`src/rtl/mux_sel_sequencer.sv`:
```
// Byte-to-serial sequencer that steps the select of an external 8:1 mux
// and registers the returned bit onto a valid/ready serial stream.
module mux_sel_sequencer #(
    parameter bit MSB_FIRST = 1'b0
) (
    input  logic       clk,
    input  logic       rst_n,
    input  logic       load_valid,
    output logic       load_ready,
    input  logic [7:0] load_data,
    output logic [7:0] data_reg,
    output logic [2:0] sel,
    input  logic       mux_out,
    output logic       ser_valid,
    input  logic       ser_ready,
    output logic       ser_data,
    output logic       ser_last
);

    localparam logic [2:0] START = MSB_FIRST ? 3'd7 : 3'd0;
    localparam logic [2:0] END   = MSB_FIRST ? 3'd0 : 3'd7;

    typedef enum logic {
        IDLE,
        SCAN
    } state_t;

    state_t state;
    state_t state_next;

    logic accept;
    logic advance;
    logic at_end;

    assign at_end  = (sel == END);
    assign accept  = load_valid && load_ready;
    assign advance = (state == SCAN) && (!ser_valid || ser_ready);

    always_ff @(posedge clk or negedge rst_n) begin
        if (!rst_n) begin
            state <= IDLE;
        end else begin
            state <= state_next;
        end
    end

    always_comb begin
        state_next = state;
        case (state)
            IDLE: if (accept) state_next = SCAN;
            SCAN: if (advance && at_end) state_next = IDLE;
            default: state_next = IDLE;
        endcase
    end

    always_comb begin
        load_ready = (state == IDLE);
    end

    // The output slot drains in IDLE too, so the last bit of a byte may still
    // be pending while the next byte is being accepted.
    always_ff @(posedge clk or negedge rst_n) begin
        if (!rst_n) begin
            data_reg  <= 8'h00;
            sel       <= 3'd0;
            ser_valid <= 1'b0;
            ser_data  <= 1'b0;
            ser_last  <= 1'b0;
        end else begin
            if (accept) begin
                data_reg <= load_data;
                sel      <= START;
            end
            if (advance) begin
                ser_data  <= mux_out;
                ser_valid <= 1'b1;
                ser_last  <= at_end;
                if (!at_end) begin
                    if (MSB_FIRST) begin
                        sel <= sel - 3'd1;
                    end else begin
                        sel <= sel + 3'd1;
                    end
                end
            end else if (ser_valid && ser_ready) begin
                ser_valid <= 1'b0;
                ser_last  <= 1'b0;
            end
        end
    end

endmodule

```
`config.mk`:
```
export PLATFORM = sky130hd
export DESIGN_NAME = mux_sel_sequencer
export DESIGN_NICKNAME = d
export VERILOG_FILES = /design/src/rtl/mux_sel_sequencer.sv
export SDC_FILE = /design/constraint.sdc
export NUM_CORES = 1
export LEC_CHECK = 0
export ABC_AREA = 1
export BUFFER_PORTS_ARGS = -buffer_cell sky130_fd_sc_hd__buf_2
export CORE_MARGIN = 2
export CORE_UTILIZATION = 44
export CTS_BUF_LIST = sky130_fd_sc_hd__clkbuf_8
export DETAILED_ROUTE_END_ITERATION = 8
export GPL_TIMING_DRIVEN = 0
export PLACE_DENSITY = 0.8
export SETUP_SLACK_MARGIN = 0.3
export SLEW_MARGIN = 20
export SYNTH_ARGS = -nofsm -noshare
export SYNTH_HDL_FRONTEND = slang
export SYNTH_SLANG_ARGS = --single-unit
```
`constraint.sdc`:
```
create_clock -name clk -period 1.25 [get_ports clk]
set_clock_uncertainty 0.15 [all_clocks]
set_input_delay 0.1875 -clock clk [delete_from_list [all_inputs] [get_ports clk]]
set_output_delay 0.1875 -clock clk [all_outputs]
set_load 0.02 [all_outputs]
```
Word level (Yosys, flattened, before mapping) --
Index checks and enable logic that the tools add are counted.
Cells by class: bitwise operators 1, muxes and demuxes 9, equality and inequality tests 1, reduce and logical (&&, ||, !) cells 7, add/sub/neg operators 1
Operators by type and width (count):
- $mux 3 | 3
- $mux 1 | 5
- $logic_and 1x1->1 | 4
- $add 3x1->3 const B | 1
- $eq 3x3->1 const B | 1
- $pmux 1 s2 | 1
- $reduce_bool 2->1 | 1
- $logic_not 1->1 | 1
- $logic_or 1x1->1 | 1
- $not 1->1 | 1
Storage, ports and cells: flip-flop bits (word level) 15, logic and storage cells 25, input port bits 13, output and inout port bits 15

Depth between registers and ports, before layout --
depth in word-level cells 6, gate-level depth with buffers 7

Worst setup path after synthesis --
Ideal clock, no wire load.
kind reg2reg, from register sel[0], to register sel[0], arrival 1.149 ns, path buffers 0, slack -0.162 ns, stages on the path, launching flop included 7, path through dfrtp_1 -> ha_1 -> ha_1 -> inv_1 -> nand4_1 -> nand2_1 -> inv_1
Between the ends: word-level cells in the longest chain between the ends 3
RTL lines:
- from (decl) | line 12 | output logic [2:0] sel,
- from (signal assigned) | line 80 | sel <= sel - 3'd1;
- from (signal assigned) | line 82 | sel <= sel + 3'd1;
- $add 3x1->3 (tied with other cells) | line 82
- $mux 3 | line 78 | if (!at_end) begin
- $mux 3 * | line 74 | if (advance) begin
Mark *: on every way between the ends. The rest lies on a longest branch, timed or not. A chain may end at the register's enable or synchronous reset.

Worst setup path in the final report --
Ends and elaborated chain as after synthesis.

==> flow_summary.yaml <==
status:
  outcome: "finished, violations left"
  failed_checks: "negative setup slack"
job:
  max-cap-violations: 0
worst_setup_path:
  cp_max_fo: 3
  required_ps: 1250
  end_kind: "flip-flop"
  path_buf_inv: 2
  critPathKind: "reg -> reg"
  path_cells: "ha_4, ha_4, inv_2, nand4_1, nand2_1, inv_1"
  max_stage_delay_ps: 440
  crit_arrival_ps: 1330
  crit_path_top_delay_cell: "dfrtp_2"
  setup.worst_path.start: "sel[0]"
  crit_family: "flip-flops"
  crit_path_start_kind: "flip-flop"
  critPathMostFrequentCell: "ha_4"
  r2r_start: "sel[0]"
placement:
  io_buffers: 27
  gp_congestion: 0.695
  dp_hpwl_um: 1060
  place_ws_ps: -36.9
  place_inst: 121
floorplan:
  die_w_um: 43.7
  ioPinCount: 28
  rows: 14
  die_h_um: 43.7
  dieArea_mm2: 0.00191
  initial_core_util_pct: 46.5
  core_area_mm2: 0.00149
final_layout:
  fillers: 59
  layout_commonest_cell: "nand2_1"
  antenna_cells: 0
  nets: 152
  drive_gt1_share_pct: 61.5
  largest_register_ffs: 8
  area_delta_synth_final_pct: 96.0
  mostFrequentLayoutCells: "nand2_1, buf_6, nand2_2, buf_2, buf_4"
  final_cells: 151
logic_synthesis:
  ys_types: 14
  synth_nets: 94
  syn_inst: 78
  syn_avg_cell_area_um2: 8.87
  yosysSeqAreaShare_pct: 54.2
  ys_warn_count: 0
  syn-cell-area_um2: 692
  ys_ff_latch: 15
timing:
  rsz0062_at_grt: "true"
  hold_viol_final: 0
  finalSetupViolCount: 4
  max_freq_ghz: 0.752
  whs_ps: 3.39
  drv_slew: 0
  layout_setup_ws_ps: -79.7
  period_needed_ps: 1330
  max_slew.worst_pin.slew_ps: 343
  maxSlewHeadroom_pct: 77.1
  timing.final.crit_share_pct: 106
clocking:
  clk_path_buf_depth: 2
  cts_tree: "done"
  root_buffer: "clkbuf_8"
  clk_pin_slew_ps: 60
  cts_made_buffers: 3
  clock_latency_ps: 250
  cts_sinks: 15
  cts_max_level: 1
pwr:
  p_per_area_mw_per_mm2: 2330
  worst_ir_drop_vdd_v: 0.00189
  internal_power_mw: 1.86
  leakage_nw: 0.699
  p_comb_share_pct: 58.2
  p_sw_mw: 1.30
  swShare_pct: 41.0
  pwr-share-seq_pct: 29.1
  clockPowerShare_pct: 12.7
drt:
  drt-pass1-iter-count: 4
  routed_wl_um: 2510
  remaining_drc_errors: 0
  drtIter0Drc: 15
  ant_nets: 0
  viasPerCell: 5.06
  wl_per_cell_um: 16.6
  num_vias: 764
grt:
  antenna_found_initial: 0
  grt_pass1_vias: 733
  grt_pass1_wl_um: 3200
  grt_max_degree: 16
  track_usage_pct: 23.1
  grt.overflow.total: 0
hold_path:
  holdCritStartpoint: "load_data[0]"
  hold_path.class: "in -> reg"
[per-layer routing]
layer	wire length (µm)	vias up	track usage, %
li1	-	353	-
met1	906	361	26.6
met2	1380	41	42.1
met3	132	9	5.00
met4	89	0	7.27
met5	0	-	0
[final cells by class]
class                           count  area (µm²)  share of cell area [%]
Tap cell                           16        20.0                    1.48
Multi-Input combinational cell     54         394                    29.1
Clock buffer                        3        41.3                    3.04
Sequential cell                    15         380                    28.0
Timing Repair Buffer               51         454                    33.5
Clock inverter                      1        5.00                   0.369
Inverter                           10        52.6                    3.87
Timing Repair inverter              1        8.76                   0.646
[timing repair]
item / in CTS / in global routing
pin swaps: 6 / 4
buffers inserted: 6 / 11
gates cloned: 2 / 0
setup endpoints to repair: 29 / 30
endpoints found under the hold margin: 22 / 0
resized for setup: 44 / 16
hold buffers: 7 / 0
[power by group through the flow]
stage               registers [mW]  logic, mW  clock network [mW]
finish                       0.920       1.84               0.401
global route                 0.932       1.96               0.412
CTS                          0.897       1.45               0.394
detailed placement           0.855       1.03                   0
global placement             0.852      0.979                   0
floorplan                     1.08      0.471                   0
[metrics by stage]
step | TNS (ps) | instance area, µm² | util, % | power, mW
after detailed placement | -96.9 | 893 | 60.0 | 1.89
after global placement | -24.8 | 893 | 60.0 | 1.83
after CTS | -81.0 | 1220 | 81.8 | 2.74
after floorplan | -99.2 | 738 | - | 1.55
final | -176 | 1360 | 91.1 | 3.16
after global routing | -324 | 1360 | 91.1 | 3.30
[logic make-up after synthesis]
| group | count (synthesis) | synth area share, % |
|---|---|---|
| and+or+nand+nor | 47 | 30.4 |
| adders and majority gates | 3 | 5.43 |
| buffers and inverters | 10 | 6.15 |
| AOI/OAI and AO/OA | 3 | 3.80 |
| DFF | 15 | 54.2 |
[worst paths after layout]
check	endpoint	slack, ps	cells past startpoint
setup / recovery	sel[0]	-80	6
hold / removal	data_reg[0]	3	3
setup reg to reg	sel[0]	-80	6
hold reg to reg	data_reg[5]	370	2
max in group asynchronous	sel[1]	450	2
min in group asynchronous	ser_data	220	2
[synthesized netlist by cell type]
library cell	number	share of area (%)
inv_1	8	4.3
o21ai_0	2	1.4
nand4_1	1	0.90
a21oi_4	1	2.4
inv_2	1	0.54
nand2_8	1	2.9
or2_2	1	0.90
ha_1	3	5.4
nand2_2	1	0.90
inv_6	1	1.3
nor2_2	2	1.8
nand3_1	4	2.9
nand2_1	37	20
dfrtp_1	15	54
[worst register-to-register path, stage by stage (launching register included)]
cell	delay, ps
dfrtp_2	440
ha_4	190
ha_4	160
inv_2	60
nand4_1	100
nand2_1	80
inv_1	40
Note: power is estimated with default switching activity, not from simulation.
